==> src/rtl/uart_rx_byte.sv <==
// rtl/uart_rx_byte.sv - 8N1 LSB-first serial receiver producing single-byte strobes for rx_bridge
module uart_rx_byte #(
  parameter int CLKS_PER_BIT = 5208
) (
  input  logic       clk,
  input  logic       rst,
  input  logic       rxd,
  output logic       rxen,
  output logic [7:0] rxdb,
  output logic       frame_err,
  output logic       rx_busy
);

  localparam int          HALF_BIT = CLKS_PER_BIT / 2;
  localparam logic [15:0] HALF_M1  = 16'(HALF_BIT - 1);
  localparam logic [15:0] BIT_M1   = 16'(CLKS_PER_BIT - 1);

  typedef enum logic [2:0] {
    S_IDLE,
    S_START,
    S_DATA,
    S_STOP,
    S_BREAK
  } state_t;

  state_t      state;
  logic [15:0] cnt;
  logic [2:0]  bit_idx;
  logic [7:0]  shreg;
  logic        rxd_m;
  logic        rxd_s;

  // Line idles high, so the synchronizer resets to 1 to avoid a false start.
  always_ff @(posedge clk or negedge rst) begin
    if (!rst) begin
      rxd_m <= 1'b1;
      rxd_s <= 1'b1;
    end else begin
      rxd_m <= rxd;
      rxd_s <= rxd_m;
    end
  end

  always_ff @(posedge clk or negedge rst) begin
    if (!rst) begin
      state     <= S_IDLE;
      cnt       <= 16'd0;
      bit_idx   <= 3'd0;
      shreg     <= 8'h00;
      rxdb      <= 8'h00;
      rxen      <= 1'b0;
      frame_err <= 1'b0;
    end else begin
      rxen      <= 1'b0;
      frame_err <= 1'b0;
      case (state)
        S_IDLE: begin
          cnt <= 16'd0;
          if (!rxd_s) state <= S_START;
        end
        S_START: begin
          if (cnt == HALF_M1) begin
            cnt     <= 16'd0;
            bit_idx <= 3'd0;
            state   <= rxd_s ? S_IDLE : S_DATA;
          end else begin
            cnt <= cnt + 16'd1;
          end
        end
        S_DATA: begin
          if (cnt == BIT_M1) begin
            shreg[bit_idx] <= rxd_s;
            cnt            <= 16'd0;
            if (bit_idx == 3'd7) state <= S_STOP;
            else                 bit_idx <= bit_idx + 3'd1;
          end else begin
            cnt <= cnt + 16'd1;
          end
        end
        S_STOP: begin
          if (cnt == BIT_M1) begin
            cnt <= 16'd0;
            if (rxd_s) begin
              rxdb  <= shreg;
              rxen  <= 1'b1;
              state <= S_IDLE;
            end else begin
              frame_err <= 1'b1;
              state     <= S_BREAK;
            end
          end else begin
            cnt <= cnt + 16'd1;
          end
        end
        // A held-low line must return high before a new start is accepted.
        S_BREAK: begin
          if (rxd_s) state <= S_IDLE;
        end
        default: state <= S_IDLE;
      endcase
    end
  end

  assign rx_busy = (state != S_IDLE);

endmodule

==> config.mk <==
export PLATFORM = sky130hd
export DESIGN_NAME = uart_rx_byte
export DESIGN_NICKNAME = d
export VERILOG_FILES = /design/src/rtl/uart_rx_byte.sv
export SDC_FILE = /design/constraint.sdc
export NUM_CORES = 1
export LEC_CHECK = 0
export BUFFER_PORTS_ARGS = -buffer_cell sky130_fd_sc_hd__buf_4
export CAP_MARGIN = 20
export CORE_ASPECT_RATIO = 1.1
export CORE_UTILIZATION = 55
export CTS_BUF_LIST = sky130_fd_sc_hd__clkbuf_8
export CTS_CLUSTER_SIZE = 30
export DETAILED_ROUTE_END_ITERATION = 10
export PLACE_DENSITY = 0.74
export SLEW_MARGIN = 20
export SYNTH_ARGS = -nofsm -noshare
export SYNTH_HDL_FRONTEND = slang
export SYNTH_SLANG_ARGS = --single-unit
==> constraint.sdc <==
create_clock -name clk -period 2.6 [get_ports clk]
set_clock_uncertainty 0.1 [all_clocks]
set_input_delay 0.13 -clock clk [delete_from_list [all_inputs] [get_ports clk]]
set_output_delay 0.13 -clock clk [all_outputs]
set_load 0.05 [all_outputs]
# After elaboration in Yosys (flattened, before gate mapping)
# Cells that the tools add are included.
# W data, S select, Z words.
[op_classes]
n_addsub = 2
order_cmp = 2
n_eq_ne = 14
n_mux = 25
n_reduce_logical = 10
[op_table]
columns = ["op", "count"]
rows = [
  ["$pmux W16 S3", 1],
  ["$mux W16", 2],
  ["$mux W3", 10],
  ["$add A16 B1 Y16 const B", 1],
  ["$eq A16 B12 Y1 const B", 1],
  ["$eq A16 B13 Y1 const B", 1],
  ["$pmux W3 S5", 1],
  ["$ne A2 B2 Y1 const B", 7],
  ["$bwmux W8", 1],
  ["$mux W1", 7],
  ["$eq A3 B2 Y1 const B", 2],
  ["$eq A3 B3 Y1 const B", 2],
  ["$pmux W3 S2", 1],
  ["$reduce_and A6 Y1", 1],
  ["$reduce_bool A3 Y1", 2],
  ["$lt A3 B4 Y1 const B", 1],
  ["$reduce_and A4 Y1", 1],
  ["$add A3 B1 Y3 const B", 1],
  ["$demux W1 S3", 1],
  ["$eq A3 B1 Y1 const B", 1],
  ["$ge A3 B1 Y1 const B", 1],
  ["$logic_not A3 Y1", 1],
  ["$reduce_and A3 Y1", 1],
  ["$mux W2", 1],
  ["other kinds (4)", 4],
]
[totals]
reg_bits = 42
out_inout_bits = 11
word_cells = 62

# Longest topological paths before layout
# Gate-level depths: netlist of run 1.
[depth]
word_depth = 5
mapped_depth = 7

# Least setup slack after synthesis of run 1
# OpenSTA, ideal clock, no wires.
[synth_path]
path_kind = "flip-flop to flip-flop"
startpoint = "reg cnt[0]"
endpoint = "reg rxdb[0]"
t_arrival_ps = 2335
path_slack_ps = 41
stages_incl_launch_ff = 7
cell_sequence = "dfrtp_1 ha_1 or4bb_1 or4_4 buf_6 nor3_4 mux2_2"
[synth_between]
elab_chain_len = 2
[synth_lines]
columns = ["item", "line_no", "text"]
rows = [
  ["start, declared", "27", "logic [15:0] cnt;"],
  ["start signal, assigned", "67", "cnt <= cnt + 16'd1;"],
  ["start signal, assigned", "77", "cnt <= cnt + 16'd1;"],
  ["start signal, assigned", "92", "cnt <= cnt + 16'd1;"],
  ["$eq A16 B13 Y1", "81", "if (cnt == BIT_M1) begin"],
  ["$reduce_and A3 Y1 (no source line)", "n/a", ""],
  ["end signal, assigned", "84", "rxdb <= shreg;"],
  ["end, declared", "9", "output logic [7:0] rxdb,"],
]
# No other way between the ends.
# A chain may end at the register's enable or synchronous reset.

# Worst setup path in the final report of run 1
[layout_path]
startpoint = "reg cnt[0]"
endpoint = "reg shreg[4]"
[layout_between]
elab_chain_len = 2
[layout_lines]
columns = ["item", "line_no", "text"]
rows = [
  ["$eq A16 B13 Y1", "71", "if (cnt == BIT_M1) begin"],
  ["$reduce_and A2 Y1 (no source line)", "n/a", ""],
  ["end signal, assigned by index", "72", "shreg[bit_idx] <= rxd_s;"],
  ["end, declared", "29", "logic [7:0] shreg;"],
]
# No other way between the ends.

==> impl_results.md, run 1 <==
- Clk_lat worst skew: roughly 300 ps
- EDFF count, synth: 0
- # DRC: 0
- Starting Density: 59.3%
- HP Class: input port to async pin
- Post-Syn Area: about 2000 um2
- Ys async rst share: between 90% and 100%
- Max cap viols: 0
- Reg clk slew, reported paths: 80 ps
- CTS root buf: clkbuf_8
- Max Root-Sink Buffers: 2
- CTS Buf Count: 5
- Die height: approximately 66 um
- Critical path, cell by cell: ha_2 > or4bb_1 > or4_4 > buf_6 > nor4_2 > mux2_2
- Sink Count: between 40 and 50
- Req. time, crit path: about 2700 ps
- Final Util: roughly 73%
- Die X-Extent: ~60 um
- Seq/Total Area, Yosys: 51.7%
- Final HPWL DP: slightly below 3000 um
- Synth Net Count: between 150 and 200
- Pwr/cell area: approximately 470 nW/um2
- Max incr delay on CP: approximately 560 ps
- Crit path launch type: register
- Detail Route Antenna Nets: 0
- Distinct cells, synth: between 40 and 50
- F_max: roughly 390 MHz
- Relative max-transition margin: 65.9%
- Filler cell count in the final layout: 249
- Final #Nets: around 230
- DRT Wirelength: 4180 um
- Switching fraction of total power: about a fifth
- Final Max Slew Viols: 0
- Ys Warns: 0
- Final TNS setup: 0 ps
- P_sw: around 240 uW
- Row Count: 22
- Area grow syn2layout: 22.8%
- Vias: between 1500 and 2000
- GR Overflow Total: 0
- DR iter-0 viols: 87
- Worst-margin pin slew: ~510 ps
- Final setup violating endpoints: 0
- Sequential power share: between 50% and 60%
- Flops & latches, synth: between 40 and 50
- Status: finished clean
- Synth Instances: between 150 and 200
- Reg2reg start: cnt[0]
- Final Cycle Share: about 100%
- Initial antenna violation count: 0
- Buffers on Ports: 13
- Vias in the first global route: about 1600
- DR vias/cell: about 5.9
- Crit path DAT: between 2000 and 3000 ps
- Post-layout min period: around 2600 ps
- Critical path peak fanout: 6
- Layout cell share with drive strength beyond 1: 31.5%
- Avg Cell Area, Syn: ~11 um2
- Ant. Diodes: 0
- Post-synth top flop: dfrtp_1
- H-Tree Depth: 2
- Core ar.: 3440 um2
- Leakage: 1.18 nW
- DR WL/cell: about 15 um
- Largest net degree at the start of global routing: 43
- Hold Fails Final Rpt: 0
- Internal power: 942 uW
- First-pass GRT wire length: 7140 um
- Top-level I/O count: 14
- Worst IR drop on VDD: about 0.4 mV
- Die footprint: 3960 um2
- Crit. End Element: register
- CP Class: register to register
- Comb pwr share: 1.5%
- Worst Setup SP: cnt[0]
- CP max-delay cell: or4_4
- Drt pass-1 iters: 4
- GPL Wtd Cong: 0.911
- RSZ-0062 raised after global routing: yes
- Clock share of power: 42.9%
- GRT Overall Usage: 24.7%
- TritonCTS clock tree: yes
==> kinds of logic after synthesis <==
group / count (synthesis) / share of synthesized area, %
simple gates: 77 / 22.3
fa+ha+maj: 3 / 1.84
compound gates: 28 / 9.57
buf+inv: 13 / 2.76
mux: 16 / 8.83
xor+xnor: 7 / 3.01
flops: 42 / 51.7
==> timing repair <==
action,CTS,global route
setup endpoints to repair,0,6
gates resized for setup,0,13
endpoints found under the hold margin,41,0
setup buffers,0,4
hold buffers,2,0
==> layout make-up <==
class,instances,area [um2],share of cell area [%]
Timing Repair Buffer,36,295,11.8
Tap cell,48,60.1,2.40
Sequential cell,42,1050,42.1
Clock inverter,3,41.3,1.65
Clock buffer,5,68.8,2.75
Inverter,5,18.8,0.750
Multi-Input combinational cell,131,966,38.6
==> cells in the final DEF, fill, tap and decap left out, types with 5 or more instances in the layout <==
| cell | count |
|---|---|
| a22o_1 | 5 |
| o21ai_0 | 7 |
| inv_1 | 6 |
| nand4_1 | 5 |
| nor4_1 | 5 |
| nor2_1 | 15 |
| nand3_1 | 8 |
| dfrtp_1 | 40 |
| nand2_1 | 14 |
| xor2_1 | 5 |
| buf_4 | 31 |
| clkbuf_8 | 5 |
| mux2_2 | 16 |
==> cells in the mapped netlist, drive strengths merged (2+ instances only) <==
master,count,area (um2)
a22oi,2,20.0
xnor2,2,17.5
nor4,7,58.8
o21ai,8,40.0
clkbuf,7,26.3
xor2,5,43.8
dfstp,2,52.6
nor4b,3,26.3
nor3b,2,15.0
dfrtp,40,1000
inv,5,18.8
ha,3,37.5
a22o,6,52.6
a21oi,5,25.0
and4,3,26.3
mux2,16,180
or3,4,25.0
a211o,2,17.5
nor2,15,56.3
nor3,7,46.3
nand2,14,52.6
nand3,8,40.0
nand4,5,31.3
==> power by group through the flow <==
| stage | clock network (mW) | registers (mW) | logic, mW |
|---|---|---|---|
| 2_1_floorplan | 0 | 0.669 | 0.00266 |
| 3_3_place_gp | 0 | 0.671 | 0.0155 |
| 3_5_place_dp | 0 | 0.671 | 0.0166 |
| 4_1_cts | 0.520 | 0.658 | 0.0190 |
| 5_1_grt | 0.550 | 0.659 | 0.0214 |
| 6_report | 0.509 | 0.658 | 0.0179 |
==> through the flow <==
| step | cells | cell area [um2] | power [mW] | hold slack [ps] | worst slack [ps] |
|---|---|---|---|---|---|
| 5_1_grt | 270 | 2500 | 1.23 | 278 | -24.7 |
| 4_1_cts | 266 | 2430 | 1.20 | 262 | 32.6 |
| 2_1_floorplan | 186 | 2040 | 0.672 | -266 | 40.6 |
| 6_report | 270 | 2500 | 1.18 | 271 | 42.4 |
| 3_5_place_dp | 256 | 2300 | 0.688 | 44.6 | 40.4 |
| 3_3_place_gp | 256 | 2300 | 0.687 | 29.8 | 108 |
==> flip-flops by register name, summed over array words and instances, names as in the netlist <==
signal and cells:
cnt 16, rxdb 8, shreg 8, bit_idx 3
state 3, frame_err 1, rxd_m 1, rxd_s 1
rxen 1
==> critical path: cells and delay by family (launching register included) <==
kind / cells / cell delay, ps
flip-flops: 1 / 390
AND/OR/NAND/NOR: 3 / 1230
buffers and inverters: 1 / 170
multiplexers: 1 / 370
adder cells (fa/ha/maj): 1 / 190
==> worst paths after layout <==
check / endpoint / slack (ps) / cells past startpoint
setup / recovery: shreg[4] / 40 / 6
max in group asynchronous: rxd_m / 1770 / 2
min in group clk: rxd_s / 270 / 0
hold / removal: bit_idx[0] / 270 / 2
hold reg to reg: rxd_s / 270 / 0
setup reg to reg: shreg[4] / 40 / 6
==> per-layer routing <==
metal	part of all wire, %	routed length [um]	GRT usage, %
met1	41	1730	28.5
met2	53	2210	42.8
met3	4.2	175	6.65
met4	1.5	62	9.59
met5	0	0	0
Power figures use the tool's default switching activity.
==> run 2: changes to the inputs <==
--- a/config.mk
+++ b/config.mk
@@ -12,8 +12,9 @@
 export CTS_BUF_LIST = sky130_fd_sc_hd__clkbuf_8
 export CTS_CLUSTER_SIZE = 30
 export DETAILED_ROUTE_END_ITERATION = 10
-export PLACE_DENSITY = 0.74
+export PLACE_DENSITY = 0.84
 export SLEW_MARGIN = 20
 export SYNTH_ARGS = -nofsm -noshare
 export SYNTH_HDL_FRONTEND = slang
 export SYNTH_SLANG_ARGS = --single-unit
+export TNS_END_PERCENT = 10
==> impl_results.md, run 2 (synthesis results as in run 1) <==
- Buffers on Ports: 13 (unchanged)
- Max Root-Sink Buffers: 2 (unchanged)
- Area grow syn2layout: 19.4% (was 22.8%)
- Leakage: 1.16 nW (was 1.18 nW)
- Register area: 1050 um2 (unchanged)
- Reg2reg start: cnt[0] (unchanged)
- Internal power: 942 uW (about the same)
- CP max-delay cell: or4_4 (unchanged)
- Row Count: 22 (unchanged)
- Vias: 1598 (was 1580)
- Crit. End Element: register (unchanged)
- TritonCTS clock tree: yes (unchanged)
- H-Tree Depth: 2 (unchanged)
- DR WL/cell: 16.4 um (was 15.5 um)
- Final Cycle Share: 98.8% (was 98.4%)
- Crit path DAT: 2660 ps (was 2650 ps)
- Final hold slack: 234 ps (was 271 ps)
- Layout cell share with drive strength beyond 1: 27.5% (was 31.5%)
- GRT Overall Usage: 24.6% (was 24.7%)
- Final Max Slew Viols: 0 (unchanged)
- Max incr delay on CP: 540 ps (was 560 ps)
- Die X-Extent: 60.1 um (unchanged)
- Drt pass-1 iters: 4 (unchanged)
- CTS Buf Count: 5 (unchanged)
- F_max: 389 MHz (was 391 MHz)
- Vias in the first global route: 1519 (was 1595)
- RSZ-0062 raised after global routing: yes (unchanged)
- Sequential power share: 55.2% (was 55.6%)
- Worst Setup SP: cnt[0] (unchanged)
- First-pass GRT wire length: 7040 um (was 7140 um)
- Area taken by multi-input logic gates: 936 um2 (was 966 um2)
- Final setup margin: 31.0 ps (was 42.4 ps)
- Reg with most FFs: cnt (unchanged)
- DRT Wirelength: 4370 um (was 4180 um)
- Core ar.: 3440 um2 (unchanged)
- Post-layout min period: 2570 ps (was 2560 ps)
- Req. time, crit path: 2700 ps (was 2690 ps)
- Largest regs: cnt: 16 flops, rxdb: 8 flops, shreg: 8 flops (unchanged)
- Final #Nets: 223 (was 227)
- Sink Count: 42 (unchanged)
- HP Class: input port to async pin (unchanged)
- Critical path peak fanout: 11 (was 6)
- Max cap viols: 0 (unchanged)
- Status: finished clean (unchanged)
- Clk_lat worst skew: 310 ps (was 300 ps)
- Most frequent cells in the layout: 40 x dfrtp_1, 29 x buf_4, 16 x mux2_2, 15 x nor2_1, 14 x nand2_1 (was 40 x dfrtp_1, 31 x buf_4, 16 x mux2_2, 15 x nor2_1, 14 x nand2_1)
- Worst-margin pin slew: 755 ps (was 512 ps)
- Worst IR drop on VDD: 0.326 mV (was 0.400 mV)
- Clock share of power: 43.3% (was 42.9%)
- Dpl ws: 9.85 ps (was 40.4 ps)
- Top-level I/O count: 14 (unchanged)
- Final HPWL DP: 3010 um (was 2910 um)
- Pwr/cell area: 489 nW/um2 (was 473 nW/um2)
- Die height: 65.9 um (unchanged)
- # DRC: 0 (unchanged)
- DR vias/cell: 6.01 (was 5.85)
- Filler cell count in the final layout: 248 (was 249)
- Final setup violating endpoints: 0 (unchanged)
- Most common cell after layout, fill and taps aside: dfrtp_1 (unchanged)
- Critical path, cell by cell: ha_1 > or4bb_1 > or4_4 > nor3_4 > buf_12 > mux2_2 (was ha_2 > or4bb_1 > or4_4 > buf_6 > nor4_2 > mux2_2)
- GR Overflow Total: 0 (unchanged)
- Comb pwr share: 1.5% (about the same)
- P_sw: 249 uW (was 243 uW)
- Switching fraction of total power: 20.9% (was 20.5%)
- Detail Route Antenna Nets: 0 (unchanged)
- GPL Wtd Cong: 0.888 (was 0.911)
- DR iter-0 viols: 78 (was 87)
- CP Class: register to register (unchanged)
- CTS root buf: clkbuf_8 (unchanged)
- Die footprint: 3960 um2 (unchanged)
- Crit path launch type: register (unchanged)
- Ant. Diodes: 0 (unchanged)
- Starting Density: 59.3% (unchanged)
- Max FFs per register: 16 (unchanged)
- Reg clk slew, reported paths: 90 ps (was 80 ps)
- Initial antenna violation count: 0 (unchanged)
- Hold Fails Final Rpt: 0 (unchanged)
- Relative max-transition margin: 49.2% (was 65.9%)
- Largest net degree at the start of global routing: 43 (unchanged)
==> run 2: cell count changes in the layout (fill, tap and decap cells not counted), sizes merged <==
cell,delta
buf,-4
==> run 2: final cells by class <==
cell class	count	share of cell area, %
flip-flops and latches	42	43.2
multi-input cells	131	38.4
repair buffers	32	10.6
clock buffers	5	2.82
well taps	48	2.47
clock inverters	3	1.69
inverters	5	0.770
==> run 2: timing repair <==
item,in CTS,in global routing
hold endpoints to repair,41,0
setup endpoints to repair,0,6
buffers inserted,0,1
gates resized for setup,0,1
hold buffers,2,0
==> run 2: power by group through the flow <==
stage | sequential [mW] | combinational (mW) | clock (mW)
final | 0.658 | 0.0176 | 0.516
after floorplan | 0.669 | 0.00266 | 0
after global placement | 0.671 | 0.0157 | 0
after detailed placement | 0.671 | 0.0164 | 0
after CTS | 0.658 | 0.0188 | 0.515
after global routing | 0.658 | 0.0210 | 0.545
==> run 2: worst max-delay path: cells and delay by family (launching register included) <==
kind,cells,cell delay [ps]
and+or+nand+nor,3,1270
DFF,1,390
muxes,1,350
adders and majority gates,1,180
buffers and inverters,1,150
==> run 2: per-stage QoR <==
stage / utilization (%) / cells / total power [mW] / cell area [um2] / setup TNS (ps)
after floorplan: - / 186 / 0.672 / 2040 / 0
after global placement: 66.6 / 255 / 0.687 / 2290 / 0
after detailed placement: 66.6 / 255 / 0.687 / 2290 / 0
after CTS: 70.4 / 265 / 1.19 / 2420 / 0
after global routing: 70.8 / 266 / 1.22 / 2440 / -66.8
final: 70.8 / 266 / 1.19 / 2440 / 0
==> run 2: path summary, 6_finish.rpt <==
| kind | to | slack (ps) | cells after the start |
|---|---|---|---|
| setup / recovery | rxdb[2] | 30 | 6 |
| hold / removal | rxdb[2] | 230 | 2 |
| setup reg to reg | rxdb[2] | 30 | 6 |
| hold reg to reg | rxd_s | 260 | 0 |
| max in group asynchronous | rxd_s | 1790 | 2 |
| min in group clk | rxd_s | 260 | 0 |
==> run 2: metal layers <==
metal  vias up  global-route usage, %  wire length (um)
met4         0                   12.2                99
met5         -                      0                 0
li1        754                      -                 -
met2        64                   37.4              2160
met1       770                   31.7              1830
met3        10                   7.24               277
